--- src/rtl/flo_rr_sched.sv ---
// Round-robin issue scheduler: find-lowest-one pick over a rotated
// request mask, registered valid/ready grant, in-flight scoreboard.
module flo_rr_sched #(
  parameter int N  = 24,
  parameter int IW = 7
) (
  input  logic          clk_i,
  input  logic          rst_ni,
  input  logic          flush_i,
  input  logic [N-1:0]  req_i,
  input  logic [N-1:0]  rel_i,
  output logic          gnt_valid_o,
  output logic [IW-1:0] gnt_idx_o,
  output logic [N-1:0]  gnt_oh_o,
  input  logic          gnt_ready_i,
  output logic [N-1:0]  inflight_o,
  output logic [IW-1:0] busy_cnt_o,
  output logic          full_o
);

  typedef enum logic {
    EMPTY = 1'b0,
    HELD  = 1'b1
  } state_t;

  localparam logic [IW-1:0] PTR_RST = IW'(N - 1);
  localparam logic [IW-1:0] CNT_MAX = IW'(N);

  state_t        state;
  logic [IW-1:0] ptr;
  logic [IW-1:0] idx_q;
  logic [IW-1:0] cnt_q;
  logic [N-1:0]  infl_q;

  logic [N-1:0]  elig;
  logic [N-1:0]  hi_mask;
  logic [N-1:0]  hi;
  logic [N-1:0]  set_vec;
  logic [N-1:0]  rel_eff;
  logic          hi_any;
  logic          pick_ok;
  logic          load;
  logic [IW-1:0] pick;
  logic [IW-1:0] rel_cnt;
  logic [IW-1:0] cnt_nxt;

  function automatic logic [IW-1:0] ffo(
    input logic [N-1:0] v
  );
    logic [IW-1:0] r;
    r = '0;
    for (int k = N - 1; k >= 0; k--) begin
      if (v[k]) r = IW'(k);
    end
    return r;
  endfunction

  function automatic logic [IW-1:0] popc(
    input logic [N-1:0] v
  );
    logic [IW-1:0] c;
    c = '0;
    for (int k = 0; k < N; k++) begin
      c = c + IW'(v[k]);
    end
    return c;
  endfunction

  // Selection sees the pre-update scoreboard
  always_comb begin
    elig    = req_i & ~infl_q;
    hi_mask = '0;
    for (int k = 0; k < N; k++) begin
      hi_mask[k] = (IW'(k) > ptr);
    end
    hi      = elig & hi_mask;
    hi_any  = |hi;
    pick_ok = |elig;
    pick    = hi_any ? ffo(hi) : ffo(elig);
    load    = pick_ok &&
              ((state == EMPTY) || gnt_ready_i);
  end

  always_comb begin
    set_vec = '0;
    for (int k = 0; k < N; k++) begin
      set_vec[k] = load && (pick == IW'(k));
    end
    rel_eff = rel_i & infl_q;
    rel_cnt = popc(rel_eff);
    cnt_nxt = cnt_q + IW'(load) - rel_cnt;
  end

  always_ff @(posedge clk_i or negedge rst_ni) begin
    if (!rst_ni) begin
      state  <= EMPTY;
      idx_q  <= '0;
      ptr    <= PTR_RST;
      infl_q <= '0;
      cnt_q  <= '0;
    end else if (flush_i) begin
      state  <= EMPTY;
      idx_q  <= '0;
      ptr    <= PTR_RST;
      infl_q <= '0;
      cnt_q  <= '0;
    end else begin
      infl_q <= (infl_q & ~rel_i) | set_vec;
      cnt_q  <= cnt_nxt;
      unique case (state)
        EMPTY: begin
          if (load) begin
            idx_q <= pick;
            ptr   <= pick;
            state <= HELD;
          end
        end
        HELD: begin
          if (load) begin
            idx_q <= pick;
            ptr   <= pick;
          end else if (gnt_ready_i) begin
            state <= EMPTY;
          end
        end
        default: state <= EMPTY;
      endcase
    end
  end

  always_comb begin
    gnt_oh_o = '0;
    for (int k = 0; k < N; k++) begin
      gnt_oh_o[k] = (state == HELD) &&
                    (idx_q == IW'(k));
    end
  end

  assign gnt_valid_o = (state == HELD);
  assign gnt_idx_o   = idx_q;
  assign inflight_o  = infl_q;
  assign busy_cnt_o  = cnt_q;
  assign full_o      = (cnt_q == CNT_MAX);

endmodule

--- config.mk ---
export PLATFORM = sky130hd
export DESIGN_NAME = flo_rr_sched
export DESIGN_NICKNAME = d
export VERILOG_FILES = /design/src/rtl/flo_rr_sched.sv
export SDC_FILE = /design/constraint.sdc
export NUM_CORES = 1
export LEC_CHECK = 0
export ABC_AREA = 1
export ABC_CLOCK_PERIOD_IN_PS = 5600
export BUFFER_PORTS_ARGS = -buffer_cell sky130_fd_sc_hd__buf_2
export CAP_MARGIN = 10
export CORE_UTILIZATION = 54
export DETAILED_ROUTE_END_ITERATION = 6
export PLACE_DENSITY = 0.82
export SLEW_MARGIN = 25
export SYNTH_ARGS = -nofsm -noshare
export SYNTH_HDL_FRONTEND = slang
export SYNTH_SLANG_ARGS = --single-unit
--- constraint.sdc ---
create_clock -name clk_i -period 5.6 [get_ports clk_i]
set_clock_uncertainty 0.1 [all_clocks]
set_input_delay 0.28 -clock clk_i [delete_from_list [all_inputs] [get_ports clk_i]]
set_output_delay 0.28 -clock clk_i [all_outputs]
set_load 0.02 [all_outputs]
# [Yosys cells after proc, flatten, opt, wreduce, memory -nomap -nowiden]
# Cells that the tools add are included.
[op_classes] addsub=25 n_eq_ne=47 bitwise_logic=8 muxes=59 n_lt_le_gt_ge=24 n_reduce_logical=55
[op_table] cell="$mux W7" count=26
[op_table] cell="$mux W5" count=27
[op_table] cell="$add A7 B1 Y7" count=18
[op_table] cell="$eq A7 B5 Y1 const B" count=17
[op_table] cell="$eq A7 B4 Y1 const B" count=16
[op_table] cell="$and A24 B24 Y24" count=4
[op_table] cell="$eq A7 B3 Y1 const B" count=8
[op_table] cell="$gt A4 B7 Y1 const A" count=8
[op_table] cell="$gt A5 B7 Y1 const A" count=8
[op_table] cell="$logic_and A1 B1 Y1" count=49
[op_table] cell="$not A24 Y24" count=2
[op_table] cell="$reduce_or A24 Y1" count=2
[op_table] cell="$eq A7 B2 Y1 const B" count=4
[op_table] cell="$gt A3 B7 Y1 const A" count=4
[op_table] cell="$mux W24" count=1
[op_table] cell="$or A24 B24 Y24" count=1
[op_table] cell="$eq A7 B1 Y1 const B" count=2
[op_table] cell="$gt A1 B7 Y1 const A" count=2
[op_table] cell="$gt A2 B7 Y1 const A" count=2
[op_table] cell="$logic_not A7 Y1" count=2
[op_table] cell="$add A6 B1 Y7" count=1
[op_table] cell="$sub A7 B7 Y7" count=1
[op_table] cell="$add A5 B1 Y6" count=1
[op_table] cell="$add A4 B1 Y5" count=1
[op_table] cell="8 further kinds" count=11
[totals] reg_bits=46 output_inout_bits=64

# [Longest topological paths before layout]
[logic_depth] word_depth=32 depth_mapped=30

# [Worst setup path before layout]
# No wires, ideal clock.
[synth_timing] path_kind="reg2reg" startpoint="register infl_q[4] (netlist: inflight_o[4])" endpoint="register cnt_q[6] (netlist: busy_cnt_o[6])" arrival_time_ns=4.635 period_less_slack_ns=4.867 required_ns=5.368 path_stages_with_launch=21 setup_slack_ns=0.733 n_path_buf=0 cell_sequence="dfrtp_1 -> nand2_1 -> inv_1 -> fa_1 -> inv_1 -> ha_1 -> inv_1 -> fa_1 -> fa_1 -> inv_1 -> fa_1 -> fa_1 -> fa_1 -> inv_1 -> fa_1 -> inv_1 -> a21oi_1 -> nor2_1 -> nor2_1 -> xor2_1 -> nor2_1"
[synth_via] elab_chain_len=23 elab_cells_between_ends=28
[synth_lines] element="start, declared" line="33" rtl="logic [N-1:0] infl_q;"
[synth_lines] element="start signal, assigned" line="108" rtl="infl_q <= (infl_q & ~rel_i) | set_vec;"
[synth_lines] element="$and A24 B24 Y24" line="89" rtl="rel_eff = rel_i & infl_q;"
[synth_lines] element="$add A4 B1 Y5" line="64" rtl="c = c + IW'(v[k]);"
[synth_lines] element="$add A5 B1 Y6" line="64"
[synth_lines] element="$add A6 B1 Y7" line="64"
[synth_lines] element="$add A7 B1 Y7 (17 in a row)" line="64"
[synth_lines] element="$sub A7 B7 Y7 *" line="91" rtl="cnt_nxt = cnt_q + IW'(load) - rel_cnt;"
[synth_lines] element="$mux W7 *" line="101" rtl="end else if (flush_i) begin"
[synth_lines] element="end signal, assigned" line="109" rtl="cnt_q <= cnt_nxt;"
[synth_lines] element="end, declared" line="32" rtl="logic [IW-1:0] cnt_q;"
# Every way passes the cells marked *; elsewhere a longest branch is shown, timed or not.
# A chain may end at the register's enable or synchronous reset.

# [Worst setup path in the final report]
# Ends and elaborated chain as after synthesis.

==> metrics <==
status=finished, final reports clean; most common cell in the netlist=nand2_1; worst reg2reg path depth=20; min Tclk post-route=5.036 ns; initial antenna violation count=0; max_slew headroom=0.5259; Most used DFF post-synth=dfrtp_1; CP endpoint=busy_cnt_o[6]; Critical Path RT=5.67 ns; Final Hold Viols=0; Tcrit/Tclk final=0.8993; std cell rows=31; htree depth=2; Antenna Cells=0; Pleak=2.866 nW; critical-path cell list=nand2_1 > inv_1 > fa_1 > inv_1 > ha_1 > inv_1 > fa_1 > fa_1 > inv_1 > fa_1 > fa_1 > fa_1 > inv_1 > fa_1 > inv_1 > a21oi_1 > nor2_1 > nor2_1 > xor2_1 > nor2_1; vias per cell=5.226; top post-synthesis cells by area=dfrtp_1, nand2_1, inv_1; CTS tree=done; routed vias=4,348; YS warnings=0; Arrival @ worst endpoint=5.11 ns; Die X=89.92 um; Sink Count=41; FMAX=198.6 MHz; total I/O pin count=116; port bufs=113; worst path bufs/invs=6; most used cell, CP=fa_1; leading area contributor after synthesis=dfrtp_1; crit path launch type=register; CTS buffer count=5; antenna viol nets, final=0; Initial Util=0.5664; first-pass GRT wire length=18,560 um; CP endpoint kind=register; Root Driver=clkbuf_8; post-synthesis register bit count=41; Bufs on Longest Clock Path=2; grt ovf=0; CP peak stage delay=0.54 ns; Post-synth top cells=nand2_1, inv_1, nor2_1; mapped cell area=4174 um^2; unrepaired setup endpoints after global routing=false; R2R setup slack=0.56 ns; Post-Syn Area per Cell=6.689 um^2; reg-to-reg startpoint=inflight_o[4]; Max-cap violations=0; Final Slew Violations=0; vias in the first global route=4,178; Cell variety after synth=40; routability cong.=0.9055; Slew @ Worst Pin=0.7111 ns; Starting DRT DRC Count=268; Post-synth EDFFs=0; peak supply drop=1002 uV; critical path depth=20; core area=7370 um^2; Global Route Usage Sum=0.2871; sequential-to-total area share from yosys stat=0.2470; Gate Count Post-Synth=624; HPWL Detailed=9280 um; drc violations=0; area grow syn2layout=16.49%; crit path max-delay cell type=fa_1; R2R Path End=busy_cnt_o[6]; clock-pin slew on the worst setup and hold paths=0.09 ns; WL/cell=13.76 um; Total Routed Length=11,450 um; Worst path top cell family by delay=adder cells; drt first pass iters=5; hold slack=0.1281 ns; PwrDens=646.7 nW/um^2; die area=8086 um^2; maximum net fanout on the critical path=4; share of cells above drive strength 1=0.1965; kind of critical path=register to register; pin count of the biggest net entering global routing=42; Yosys top cell area share=0.2218; final setup violation count=0; Hold Path Class=primary input to register; Final #Nets=833; die height=89.92 um; post_cts resized=0; crit path from=inflight_o[4]; Async SR Flop Fraction=1.000; final setup TNS=0 ns; clk_lat worst skew=0.31 ns
registers in the layout (all words and copies together), names as in the netlist:
| register | cells |
|---|---|
| busy_cnt_o | 7 |
| gnt_idx_o | 4 |
| gnt_valid_o | 1 |
| inflight_o | 24 |
| ptr | 5 |
worst min path at each step:
stage	startpoint	to	slack, ns	cells after the start
after CTS	rst_ni	inflight_o[6]	0.06	1
after global placement	rst_ni	ptr[3]	0.39	1
after global routing	rel_i[20]	inflight_o[20]	0.14	3
final	rel_i[8]	inflight_o[8]	0.13	4
after detailed placement	rst_ni	inflight_o[6]	0.38	1
after floorplan	rst_ni	busy_cnt_o[0]	-0.12	0
timing repair:
item,CTS,global route
setup buffers,0,0
hold buffers,0,1
endpoints found under the hold margin,0,37
layer usage:
metal / up-vias / GRT usage / wire [um]
met4: 0 / 0.1290 / 433
met1: 2027 / 0.3519 / 4729
met5: - / 0 / 0
met3: 41 / 0.04230 / 666
li1: 2126 / - / -
met2: 154 / 0.5006 / 5620
worst min-delay path, stage by stage:
cell     delay (ns)
buf_2          0.08
inv_1          0.03
nand2_1        0.04
a21oi_1        0.06
area by class of cell:
class,count,area (um^2)
clock buffer,6,82.58
clock inverter,2,13.76
fill,694,2507
inverter,147,551.8
multi-input combinational,423,2481
sequential,41,1031
tap,99,123.9
timing repair buffer,114,578.1
power breakdown:
group | switching, mW | total [mW] | internal, mW
logic | 1.56 | 2.42 | 0.862
registers | 0.110 | 0.510 | 0.401
clock network | 0.115 | 0.215 | 0.100
through the flow:
step	std cells	area, um^2	setup slack [ns]	total power [mW]	utilization
floorplan	625	4178	0.7326	2.345	-
global placement	823	4753	0.6498	2.858	0.6450
detailed placement	823	4753	0.5490	2.897	0.6450
CTS	831	4850	0.5472	3.139	0.6581
global route	832	4862	0.3311	3.538	0.6598
finish	832	4862	0.5641	3.144	0.6598
cells in the final DEF (no fill, tap or decap), types with 2 or more instances in the layout:
cell	Yosys	routed
dfstp_2	4	4
conb_1	1	2
inv_1	146	146
o211ai_1	4	4
fa_1	22	22
ha_1	27	27
o21ai_1	2	2
nor3_1	7	7
clkbuf_8	2	6
dfrtp_1	37	37
nand2_1	149	149
or2_2	4	4
buf_2	0	112
a21oi_1	34	34
o22ai_1	5	5
nand3_1	20	20
o21ai_2	2	2
nand4_1	18	18
a31oi_1	2	2
nand2_2	4	4
o21ai_0	10	10
nor2_2	2	2
nor4_1	5	5
nor2_1	89	89
xor2_1	2	2
o21bai_1	2	2
cell families after synthesis:
family | Yosys count | synth area share
compound gates | 67 | 0.09413
xor+xnor | 2 | 0.004197
fa+ha+maj | 49 | 0.1864
buf+inv | 161 | 0.1595
flops | 41 | 0.2470
other cells | 1 | 0.0008984
simple gates | 303 | 0.3079
Note: power is estimated with default switching activity, not from simulation.
